==> config.mk <==
export PLATFORM = sky130hd
export DESIGN_NAME = gpu_sprite_engine
export DESIGN_NICKNAME = d
export VERILOG_FILES = /design/src/rtl/gpu_pkg.sv /design/src/rtl/gpu_sprite_hit.sv /design/src/rtl/gpu_sprite_engine.sv
export SDC_FILE = /design/constraint.sdc
export NUM_CORES = 1
export LEC_CHECK = 0
export BUFFER_PORTS_ARGS = -buffer_cell sky130_fd_sc_hd__buf_4
export CORE_AREA = 2 2 204 206
export CTS_CLUSTER_DIAMETER = 40
export DETAILED_ROUTE_END_ITERATION = 16
export DIE_AREA = 0 0 206 208
export GPL_TIMING_DRIVEN = 1
export PLACE_DENSITY = 0.8
export SETUP_SLACK_MARGIN = 0.02
export SKIP_CTS_REPAIR_TIMING = 1
export SYNTH_ARGS = -nofsm -noshare
export SYNTH_HDL_FRONTEND = slang
export SYNTH_HIERARCHICAL = 1
export SYNTH_SLANG_ARGS = --single-unit
==> constraint.sdc <==
create_clock -name clk -period 20.4 [get_ports clk]
set_input_delay 5.1 -clock clk [delete_from_list [all_inputs] [get_ports clk]]
set_output_delay 5.1 -clock clk [all_outputs]
set_load 0.01 [all_outputs]
==> src/rtl/gpu_pkg.sv <==
// Shared register map and FSM encoding for the sprite engine.
package gpu_pkg;

    localparam logic [19:0] SPR_BASE    = 20'h68000;
    localparam logic [19:0] BG_ADDR     = 20'h68800;
    localparam logic [19:0] KEY_ADDR    = 20'h68804;
    localparam logic [19:0] STATUS_ADDR = 20'h68808;

    localparam logic [3:0] REG_X        = 4'h0;
    localparam logic [3:0] REG_Y        = 4'h4;
    localparam logic [3:0] REG_TEX_BASE = 4'h8;
    localparam logic [3:0] REG_CTRL     = 4'hC;

    typedef enum logic [2:0] {
        StIdle,
        StHost,
        StScan,
        StTexWait,
        StEmit
    } state_t;

    // Sprite window covers up to 32 channels of 16 bytes each, word-aligned only.
    function automatic logic in_sprite_window(input logic [19:0] off);
        return (off[19:9] == SPR_BASE[19:9]) && (off[1:0] == 2'b00);
    endfunction

endpackage

==> src/rtl/gpu_sprite_hit.sv <==
// Combinational hit test of one sprite against the cursor, plus texel address.
module gpu_sprite_hit #(
    parameter int unsigned COORD_W  = 10,
    parameter int unsigned SPR_LOG2 = 4,
    parameter int unsigned TEX_AW   = 16
) (
    input  logic [COORD_W-1:0] hcursor_i,
    input  logic [COORD_W-1:0] vcursor_i,
    input  logic [COORD_W-1:0] spr_x_i,
    input  logic [COORD_W-1:0] spr_y_i,
    input  logic               enable_i,
    input  logic [TEX_AW-1:0]  tex_base_i,
    output logic               hit_o,
    output logic [TEX_AW-1:0]  tex_adr_o
);

    logic [COORD_W:0]       dx_full;
    logic [COORD_W:0]       dy_full;
    logic [2*SPR_LOG2-1:0]  texel_off;

    // One extra bit keeps a cursor left of/above the sprite negative instead of wrapping.
    assign dx_full = {1'b0, hcursor_i} - {1'b0, spr_x_i};
    assign dy_full = {1'b0, vcursor_i} - {1'b0, spr_y_i};

    assign hit_o = enable_i
                   && (dx_full[COORD_W:SPR_LOG2] == '0)
                   && (dy_full[COORD_W:SPR_LOG2] == '0);

    assign texel_off = {dy_full[SPR_LOG2-1:0], dx_full[SPR_LOG2-1:0]};
    assign tex_adr_o = tex_base_i + TEX_AW'(texel_off);

endmodule

==> src/rtl/gpu_sprite_engine.sv <==
// Sprite compositor: host register bus, one-deep pixel request slot, priority scan
// over sprite channels with colour-keyed texel fetch.
module gpu_sprite_engine
    import gpu_pkg::*;
#(
    parameter int unsigned NUM_SPRITES = 8,
    parameter int unsigned COORD_W     = 10,
    parameter int unsigned COLOR_W     = 24,
    parameter int unsigned SPR_LOG2    = 4,
    parameter int unsigned TEX_AW      = 16
) (
    input  logic               clk,
    input  logic               reset,
    input  logic [COORD_W-1:0] hcursor_i,
    input  logic [COORD_W-1:0] vcursor_i,
    input  logic               cursor_valid_i,
    output logic [COLOR_W-1:0] pixel_o,
    output logic               pixel_ready_o,
    input  logic               stb_i,
    input  logic               cyc_i,
    input  logic               we_i,
    input  logic [31:0]        adr_i,
    input  logic [31:0]        dat_i,
    output logic [31:0]        dat_o,
    output logic               ack_o,
    output logic               tex_stb_o,
    output logic [TEX_AW-1:0]  tex_adr_o,
    input  logic               tex_ack_i,
    input  logic [COLOR_W-1:0] tex_dat_i
);

    localparam int unsigned      IDX_W    = $clog2(NUM_SPRITES);
    localparam logic [IDX_W-1:0] LAST_IDX = IDX_W'(NUM_SPRITES - 1);

    logic [COORD_W-1:0] spr_x_q    [NUM_SPRITES];
    logic [COORD_W-1:0] spr_y_q    [NUM_SPRITES];
    logic [TEX_AW-1:0]  spr_base_q [NUM_SPRITES];
    logic               spr_en_q   [NUM_SPRITES];
    logic [COLOR_W-1:0] bg_q;
    logic [COLOR_W-1:0] key_q;

    state_t             state_q, state_d;
    logic [IDX_W-1:0]   idx_q, idx_d;
    logic               pend_q;
    logic [COORD_W-1:0] pend_x_q, pend_y_q;
    logic               overrun_q;
    logic               host_hold_q;

    logic [COLOR_W-1:0] pixel_q, pixel_d;
    logic               ready_q, ready_d;
    logic               ack_q, ack_d;
    logic [31:0]        dat_q, dat_d;
    logic               tex_stb_q, tex_stb_d;
    logic [TEX_AW-1:0]  tex_adr_q, tex_adr_d;

    logic [19:0]        off;
    logic [4:0]         spr_idx;
    logic               spr_sel;
    logic               host_wr;
    logic               status_clr;
    logic               emit;
    logic               drop;
    logic [31:0]        rd_data;
    logic               hit;
    logic [TEX_AW-1:0]  hit_adr;
    logic               unused_bits;

    assign off        = adr_i[19:0];
    assign spr_idx    = off[8:4];
    assign spr_sel    = in_sprite_window(off) && (32'(spr_idx) < NUM_SPRITES);
    assign host_wr    = (state_q == StHost) && we_i;
    assign status_clr = (state_q == StHost) && !we_i && (off == STATUS_ADDR);
    assign emit       = (state_q == StEmit);
    assign drop       = cursor_valid_i && pend_q && !emit;
    assign unused_bits = ^{adr_i[31:20], dat_i};

    assign pixel_o       = pixel_q;
    assign pixel_ready_o = ready_q;
    assign dat_o         = dat_q;
    assign ack_o         = ack_q;
    assign tex_stb_o     = tex_stb_q;
    assign tex_adr_o     = tex_adr_q;

    gpu_sprite_hit #(
        .COORD_W  (COORD_W),
        .SPR_LOG2 (SPR_LOG2),
        .TEX_AW   (TEX_AW)
    ) u_hit (
        .hcursor_i  (pend_x_q),
        .vcursor_i  (pend_y_q),
        .spr_x_i    (spr_x_q[idx_q]),
        .spr_y_i    (spr_y_q[idx_q]),
        .enable_i   (spr_en_q[idx_q]),
        .tex_base_i (spr_base_q[idx_q]),
        .hit_o      (hit),
        .tex_adr_o  (hit_adr)
    );

    always_comb begin
        rd_data = '0;
        if (spr_sel) begin
            for (int i = 0; i < NUM_SPRITES; i++) begin
                if (spr_idx == 5'(i)) begin
                    case (off[3:0])
                        REG_X:        rd_data = 32'(spr_x_q[i]);
                        REG_Y:        rd_data = 32'(spr_y_q[i]);
                        REG_TEX_BASE: rd_data = 32'(spr_base_q[i]);
                        REG_CTRL:     rd_data = {31'b0, spr_en_q[i]};
                        default:      rd_data = '0;
                    endcase
                end
            end
        end else if (off == BG_ADDR) begin
            rd_data = 32'(bg_q);
        end else if (off == KEY_ADDR) begin
            rd_data = 32'(key_q);
        end else if (off == STATUS_ADDR) begin
            rd_data = {31'b0, overrun_q};
        end
    end

    // Register file only changes from StHost, so it is stable for a whole scan.
    always_ff @(posedge clk or posedge reset) begin
        if (reset) begin
            for (int i = 0; i < NUM_SPRITES; i++) begin
                spr_x_q[i]    <= '0;
                spr_y_q[i]    <= '0;
                spr_base_q[i] <= '0;
                spr_en_q[i]   <= 1'b0;
            end
            bg_q  <= '0;
            key_q <= '0;
        end else if (host_wr) begin
            if (spr_sel) begin
                for (int i = 0; i < NUM_SPRITES; i++) begin
                    if (spr_idx == 5'(i)) begin
                        case (off[3:0])
                            REG_X:        spr_x_q[i]    <= dat_i[COORD_W-1:0];
                            REG_Y:        spr_y_q[i]    <= dat_i[COORD_W-1:0];
                            REG_TEX_BASE: spr_base_q[i] <= dat_i[TEX_AW-1:0];
                            REG_CTRL:     spr_en_q[i]   <= dat_i[0];
                            default:      ;
                        endcase
                    end
                end
            end else if (off == BG_ADDR) begin
                bg_q <= dat_i[COLOR_W-1:0];
            end else if (off == KEY_ADDR) begin
                key_q <= dat_i[COLOR_W-1:0];
            end
        end
    end

    // The slot frees up in StEmit, so a request arriving that very cycle is kept.
    always_ff @(posedge clk or posedge reset) begin
        if (reset) begin
            pend_q      <= 1'b0;
            pend_x_q    <= '0;
            pend_y_q    <= '0;
            overrun_q   <= 1'b0;
            host_hold_q <= 1'b0;
        end else begin
            if (cursor_valid_i && (!pend_q || emit)) begin
                pend_q   <= 1'b1;
                pend_x_q <= hcursor_i;
                pend_y_q <= vcursor_i;
            end else if (emit) begin
                pend_q <= 1'b0;
            end
            if (drop) begin
                overrun_q <= 1'b1;
            end else if (status_clr) begin
                overrun_q <= 1'b0;
            end
            if (state_q == StHost) begin
                host_hold_q <= 1'b1;
            end else if (!stb_i) begin
                host_hold_q <= 1'b0;
            end
        end
    end

    always_comb begin
        state_d   = state_q;
        idx_d     = idx_q;
        pixel_d   = pixel_q;
        ready_d   = 1'b0;
        ack_d     = 1'b0;
        dat_d     = dat_q;
        tex_stb_d = tex_stb_q;
        tex_adr_d = tex_adr_q;
        unique case (state_q)
            StIdle: begin
                if (stb_i && cyc_i && !host_hold_q) begin
                    state_d = StHost;
                end else if (pend_q) begin
                    state_d = StScan;
                    idx_d   = '0;
                end
            end
            StHost: begin
                ack_d   = 1'b1;
                dat_d   = we_i ? '0 : rd_data;
                state_d = StIdle;
            end
            StScan: begin
                if (hit) begin
                    tex_stb_d = 1'b1;
                    tex_adr_d = hit_adr;
                    state_d   = StTexWait;
                end else if (idx_q == LAST_IDX) begin
                    pixel_d = bg_q;
                    state_d = StEmit;
                end else begin
                    idx_d = idx_q + 1'b1;
                end
            end
            StTexWait: begin
                if (tex_ack_i) begin
                    tex_stb_d = 1'b0;
                    if (tex_dat_i != key_q) begin
                        pixel_d = tex_dat_i;
                        state_d = StEmit;
                    end else if (idx_q == LAST_IDX) begin
                        pixel_d = bg_q;
                        state_d = StEmit;
                    end else begin
                        idx_d   = idx_q + 1'b1;
                        state_d = StScan;
                    end
                end
            end
            StEmit: begin
                ready_d = 1'b1;
                state_d = StIdle;
            end
            default: state_d = StIdle;
        endcase
    end

    always_ff @(posedge clk or posedge reset) begin
        if (reset) begin
            state_q   <= StIdle;
            idx_q     <= '0;
            pixel_q   <= '0;
            ready_q   <= 1'b0;
            ack_q     <= 1'b0;
            dat_q     <= '0;
            tex_stb_q <= 1'b0;
            tex_adr_q <= '0;
        end else begin
            state_q   <= state_d;
            idx_q     <= idx_d;
            pixel_q   <= pixel_d;
            ready_q   <= ready_d;
            ack_q     <= ack_d;
            dat_q     <= dat_d;
            tex_stb_q <= tex_stb_d;
            tex_adr_q <= tex_adr_d;
        end
    end

endmodule
==> results of run 1 <==
## cell usage in the layout, fill, tap and decap left out, types with 14 or more instances in the layout
cell type	n
nor2_1	91
mux2_2	321
and3_1	14
a21oi_1	53
mux2i_1	64
buf_4	195
o2bb2ai_1	31
nand2_1	228
xnor2_1	25
ha_1	30
clkbuf_16	61
a221o_1	26
o21ai_0	55
nand3_1	23
mux2_1	48
a22oi_1	36
dfrtp_1	438
a2bb2oi_1	15
inv_1	42
nor3_1	16
nor2_8	14
mux4_2	82
xor2_1	16
## report_power, final
part	switching [mW]	internal (mW)
registers	0.0735	0.932
clock network	0.422	0.639
logic	0.340	0.260
## cell families after synthesis
group / count (synthesis)
mux: 525
simple gates: 480
flops: 440
compound gates: 337
buf+inv: 201
xor+xnor: 41
fa+ha+maj: 33
other cells: 1
## registers in the layout, indices dropped and copies added, names as in the netlist, 10 cells and up
signal,flops
bg_q,24
dat_o,24
key_q,24
pend_x_q,10
pend_y_q,10
pixel_o,24
spr_base_q,128
spr_x_q,80
spr_y_q,80
tex_adr_o,16
## layout make-up
| type | count | area (um^2) | area share, % |
|---|---|---|---|
| Clock inverter | 37 | 364 | 1.30 |
| Tap cell | 532 | 666 | 2.38 |
| Inverter | 45 | 176 | 0.631 |
| Timing Repair Buffer | 196 | 1480 | 5.31 |
| Multi-Input combinational cell | 1424 | 12600 | 45.0 |
| Clock buffer | 75 | 1680 | 6.01 |
| Sequential cell | 440 | 11000 | 39.4 |
## worst max-delay path, stage by stage
cell and delay [ns]:
buf_4 0.25, buf_4 0.78, mux2i_1 0.33, o2bb2ai_1 0.13
a222oi_1 0.54, o21ai_0 0.16, a2111oi_0 0.90, o31ai_1 0.18
## path summary, 6_finish.rpt
path,startpoint,to,slack (ns),cells past startpoint
setup / recovery,adr_i[2],dat_o[9],12.35,8
hold / removal,dat_o[22],dat_o[22],0.48,2
setup reg to reg,idx_q[0],pixel_o[16],13.35,17
hold reg to reg,dat_o[22],dat_o[22],0.48,2
max in group asynchronous,reset,spr_x_q[76],14.05,3
min in group asynchronous,reset,dat_o[15],4.69,2
## layer usage
layer	part of all wire, %	global-route usage (%)	wire length [um]	up-vias
met5	0.024	0	18	-
met4	6.3	19.3	4700	2
met3	10	7.99	7860	333
met2	46	54.2	34600	1237
met1	37	45.9	27800	9461
li1	-	-	-	7800
==> impl_metrics.py, run 1 <==
metrics = {
    "synth": {
        "async_flop_share_pct": 100,
        "yosys-top-cells-area": "dfrtp_1 45%, mux2_2 15%, mux4_2 7.6%",
        "synthSimpleGateAreaFrac_pct": 10.1,
        "synth_compound_area_share_pct": 10.0,
        "ys_ff_latch": 440,
        "synthAdderAreaFrac_pct": 1.78,
        "yosys_warnings": 6,
        "synth-xor-area-share_pct": 1.47,
        "synthFlopType": "dfrtp_1",
        "postSynthCellCount": 2058,
        "synth_top_family_by_area": "multiplexers",
        "synthMuxAreaShare_pct": 27.8,
        "syn_avg_cell_area_um2": 11.9,
        "synth.most_common_cell": "dfrtp_1",
        "synth.distinct_cells": 83,
        "synthTopCellsByCount": "440 x dfrtp_1, 321 x mux2_2, 228 x nand2_1",
        "yosysSeqAreaShare_pct": 45.1,
        "synth.cell_area_um2": 24400,
        "synth_edf_count": 0,
        "synth.top_cell.area_share_pct": 45.1,
        "yosys.area.top_type": "dfrtp_1",
    },
    "cells_and_area": {
        "instances_no_fill": 2749,
        "diodes": 0,
        "fin_nets": 2316,
        "finish.utilization_pct": 68.9,
        "syn2layout_area_growth_pct": 14.5,
        "fillers": 2751,
        "drive_gt1_share_pct": 34.6,
        "fin_area_um2": 28000,
    },
    "routing": {
        "first_pass_iters": 7,
        "first_iter_violations": 2764,
        "drtAntennaViolNets": 0,
        "drt-total-wl_mm": 75.0,
        "wl_per_cell_um": 27.3,
        "num_vias": 18800,
        "vias_per_cell": 6.85,
        "drc_errors": 0,
    },
    "setup_path": {
        "critPathMaxFanout": 54,
        "crit_required_ns": 20.85,
        "crit_path_start_kind": "primary input",
        "path_class": "primary input to register",
        "arrival_ns": 8.50,
        "end_kind": "register",
    },
    "clock_tree": {
        "htreeDepth": 2,
        "clk_pin_slew_ns": 0.06,
        "clock-sinks": 440,
        "cts-root-buf": "clkbuf_16",
        "clock_path_buffers": 3,
        "cts_tree": "done",
        "clock_latency_ns": 0.63,
        "cts_buffers": 61,
    },
    "placed_design": {
        "place_congestion": 0.950,
        "dp_cells": 2637,
        "io_buffers": 161,
        "preCtsSetupSlack_ns": 11.91,
        "place_hpwl_mm": 49.4,
        "dpl-instance-area_um2": 25900,
    },
    "die": {
        "core-area_um2": 40600,
        "die_area_um2": 42800,
        "die_h_um": 208,
        "initial_utilization_pct": 60.2,
        "fp.dieW_um": 206,
        "row_count": 74,
        "ioPinCount": 190,
    },
    "job": {
        "maxCapViolations": 0,
    },
    "sta": {
        "setup_viol": 0,
        "skew_ns": 0.0268,
        "setup_tns_ns": 0,
        "drv_slew": 0,
        "period_needed_ns": 8.05,
        "fmax_mhz": 124,
        "timing.final.crit_share_pct": 39.5,
        "fin_ws_ns": 12.35,
        "max-slew-margin-rel_pct": 6.89,
        "whs_ns": 0.484,
        "worst_pin_slew_ns": 1.36,
        "rsz0062_at_grt": "false",
        "hold_viol": 0,
    },
    "global_routing": {
        "grt_pass1_wl_mm": 113,
        "grt_overflow": 0,
        "antenna_found_initial": 1,
        "grt_pass1_vias": 19200,
        "grt_max_degree": 168,
        "track_usage_pct": 35.1,
    },
    "pwr": {
        "p_total_mw": 2.67,
        "p_leak_nw": 13.4,
        "power.density_nw_per_um2": 95.4,
        "ir_drop_uv": 68.4,
    },
    "outcome": {
        "outcome": "finished clean",
    },
    "worst_hold_path": {
        "min_path_type": "register to register",
    },
}
Power figures use the tool's default switching activity.
==> run 2: changes to the inputs <==
--- a/config.mk
+++ b/config.mk
@@ -6,12 +6,12 @@
 export NUM_CORES = 1
 export LEC_CHECK = 0
 export BUFFER_PORTS_ARGS = -buffer_cell sky130_fd_sc_hd__buf_4
-export CORE_AREA = 2 2 204 206
+export CORE_AREA = 2 2 214 216
 export CTS_CLUSTER_DIAMETER = 40
 export DETAILED_ROUTE_END_ITERATION = 16
-export DIE_AREA = 0 0 206 208
+export DIE_AREA = 0 0 216 218
 export GPL_TIMING_DRIVEN = 1
-export PLACE_DENSITY = 0.8
+export PLACE_DENSITY = 0.76
 export SETUP_SLACK_MARGIN = 0.02
 export SKIP_CTS_REPAIR_TIMING = 1
 export SYNTH_ARGS = -nofsm -noshare
==> constraint.sdc (replaced) <==
create_clock -name clk -period 6.9 [get_ports clk]
set_input_delay 1.725 -clock clk [delete_from_list [all_inputs] [get_ports clk]]
set_output_delay 1.725 -clock clk [all_outputs]
set_load 0.01 [all_outputs]
==> run 2 against run 1 <==
Routed wire length grew 0.87%. Sequential cell count is the same. Design area grew 1.5%. Via count shrank 1.3%. Cell count grew 2.8%. Total power grew to 3.1 times the previous value. Hold slack lost 0.0019 ns. Sequential power grew to 2.9 times the previous value. Highest routed layer is now met4.
==> impl_metrics.py, run 2 (synthesized netlist as in run 1, its figures left out) <==
metrics = {
    "routing": {
        "wl_per_cell_um": 26.7,
        "drt-total-wl_mm": 75.6,
        "drc_errors": 0,
        "m1WireLength_mm": 29.0,
        "met2WireLength_mm": 34.6,
        "first_iter_violations": 2317,
        "num_vias": 18600,
        "vias_per_cell": 6.58,
        "routed.top_layer": "met4",
        "dr_wl_met3_mm": 7.66,
        "first_pass_iters": 8,
        "drtAntennaViolNets": 0,
    },
    "setup_path": {
        "crit_path_start_kind": "register",
        "critPathMaxFanout": 25,
        "end_kind": "register",
        "crit_required_ns": 7.41,
        "arrival_ns": 5.80,
        "path_class": "register to register",
    },
    "sta": {
        "setup_tns_ns": 0,
        "fmax_mhz": 189,
        "worst_pin_slew_ns": 1.27,
        "skew_ns": 0.0144,
        "fin_ws_ns": 1.60,
        "max-slew-margin-rel_pct": 15.2,
        "hold_viol": 0,
        "rsz0062_at_grt": "false",
        "setup_viol": 0,
        "drv_slew": 0,
        "timing.final.crit_share_pct": 76.8,
        "whs_ns": 0.482,
        "period_needed_ns": 5.30,
    },
    "global_routing": {
        "grt_max_degree": 141,
        "grt_pass1_wl_mm": 116,
        "track_usage_pct": 32.4,
        "grt_overflow": 0,
        "antenna_found_initial": 0,
        "grt_pass1_vias": 19400,
    },
    "pwr": {
        "ir_drop_uv": 250,
        "p_leak_nw": 13.6,
        "power.density_nw_per_um2": 290,
        "p_total_mw": 8.23,
    },
    "die": {
        "fp.dieW_um": 216,
        "initial_utilization_pct": 54.4,
        "die_h_um": 218,
        "core-area_um2": 44900,
        "ioPinCount": 190,
        "die_area_um2": 47100,
        "row_count": 78,
    },
    "clock_tree": {
        "clk_pin_slew_ns": 0.06,
        "cts-root-buf": "clkbuf_16",
        "cts_tree": "done",
        "clock_path_buffers": 3,
        "clock-sinks": 440,
        "clock_latency_ns": 0.64,
        "cts_buffers": 61,
        "htreeDepth": 2,
    },
    "cells_and_area": {
        "fin_nets": 2323,
        "final_common_cell": "dfrtp_1",
        "drive_gt1_share_pct": 34.8,
        "multi_input_area_um2": 12600,
        "syn2layout_area_growth_pct": 16.2,
        "instances_no_fill": 2827,
        "top_regs": "spr_base_q: 128 flops, spr_x_q: 80 flops, spr_y_q: 80 flops",
        "seq_area_um2": 11000,
        "regMostFlops": "spr_base_q",
        "fillers": 3431,
        "diodes": 0,
        "largest_register_ff_count": 128,
        "final_cell_mix": "438 x dfrtp_1, 321 x mux2_2, 228 x nand2_1",
    },
    "placed_design": {
        "preCtsSetupSlack_ns": 1.64,
        "place_hpwl_mm": 51.0,
        "dp_cells": 2712,
        "io_buffers": 161,
        "place_congestion": 0.945,
    },
    "outcome": {
        "outcome": "finished clean",
    },
    "job": {
        "maxCapViolations": 0,
    },
    "worst_hold_path": {
        "min_path_type": "register to register",
    },
}
[run 2: metal layers]
metal | vias to the layer above | GRT usage (%)
li1 | 7826 | -
met1 | 9390 | 42.1
met2 | 1096 | 50.0
met3 | 276 | 7.80
met4 | 0 | 18.5
met5 | - | 0
[run 2: final timing paths]
kind	startpoint	end	slack (ns)	cells past startpoint
worst min register to register	dat_o[20]	dat_o[20]	0.48	2
worst min-delay path	dat_o[20]	dat_o[20]	0.48	2
worst max-delay path	idx_q[0]	pixel_o[8]	1.60	18
worst max register to register	idx_q[0]	pixel_o[8]	1.60	18
max in group asynchronous	reset	idx_q[1]	4.48	3
min in group asynchronous	reset	bg_q[13]	1.19	2
[run 2: power breakdown]
group | total, mW | switching, mW | internal [mW]
logic | 1.82 | 1.04 | 0.786
clock network | 3.47 | 1.26 | 2.21
registers | 2.94 | 0.184 | 2.76
total | 8.23 | 2.48 | 5.75
[run 2: area by class of cell]
type                    count  area share (%)
flip-flops and latches    440            38.8
well taps                 600            2.65
clock inverters            38            1.97
multi-input cells        1424            44.3
repair buffers            203            5.64
inverters                  45           0.608
clock buffers              77            6.02
[run 2: stage by stage]
stage | util (%) | area [um^2]
final | 63.2 | 28400
after global routing | 63.2 | 28400
after CTS | 63.2 | 28400
after detailed placement | 58.2 | 26100
after global placement | 58.2 | 26100
after floorplan | - | 24500
[run 2: critical path, stage by stage, from the launching register on]
cell	delay, ns
dfrtp_4	0.76
buf_4	0.45
mux4_2	0.56
nand2_1	0.19
nand2_1	0.13
inv_1	0.09
ha_1	0.28
inv_2	0.08
a221oi_2	0.23
nand4_1	0.14
nor4_1	0.30
o2111ai_1	0.22
nor4b_2	0.54
buf_4	0.25
o21ai_0	0.08
nand3_1	0.13
a31oi_2	0.04
buf_4	0.26
a221o_1	0.38
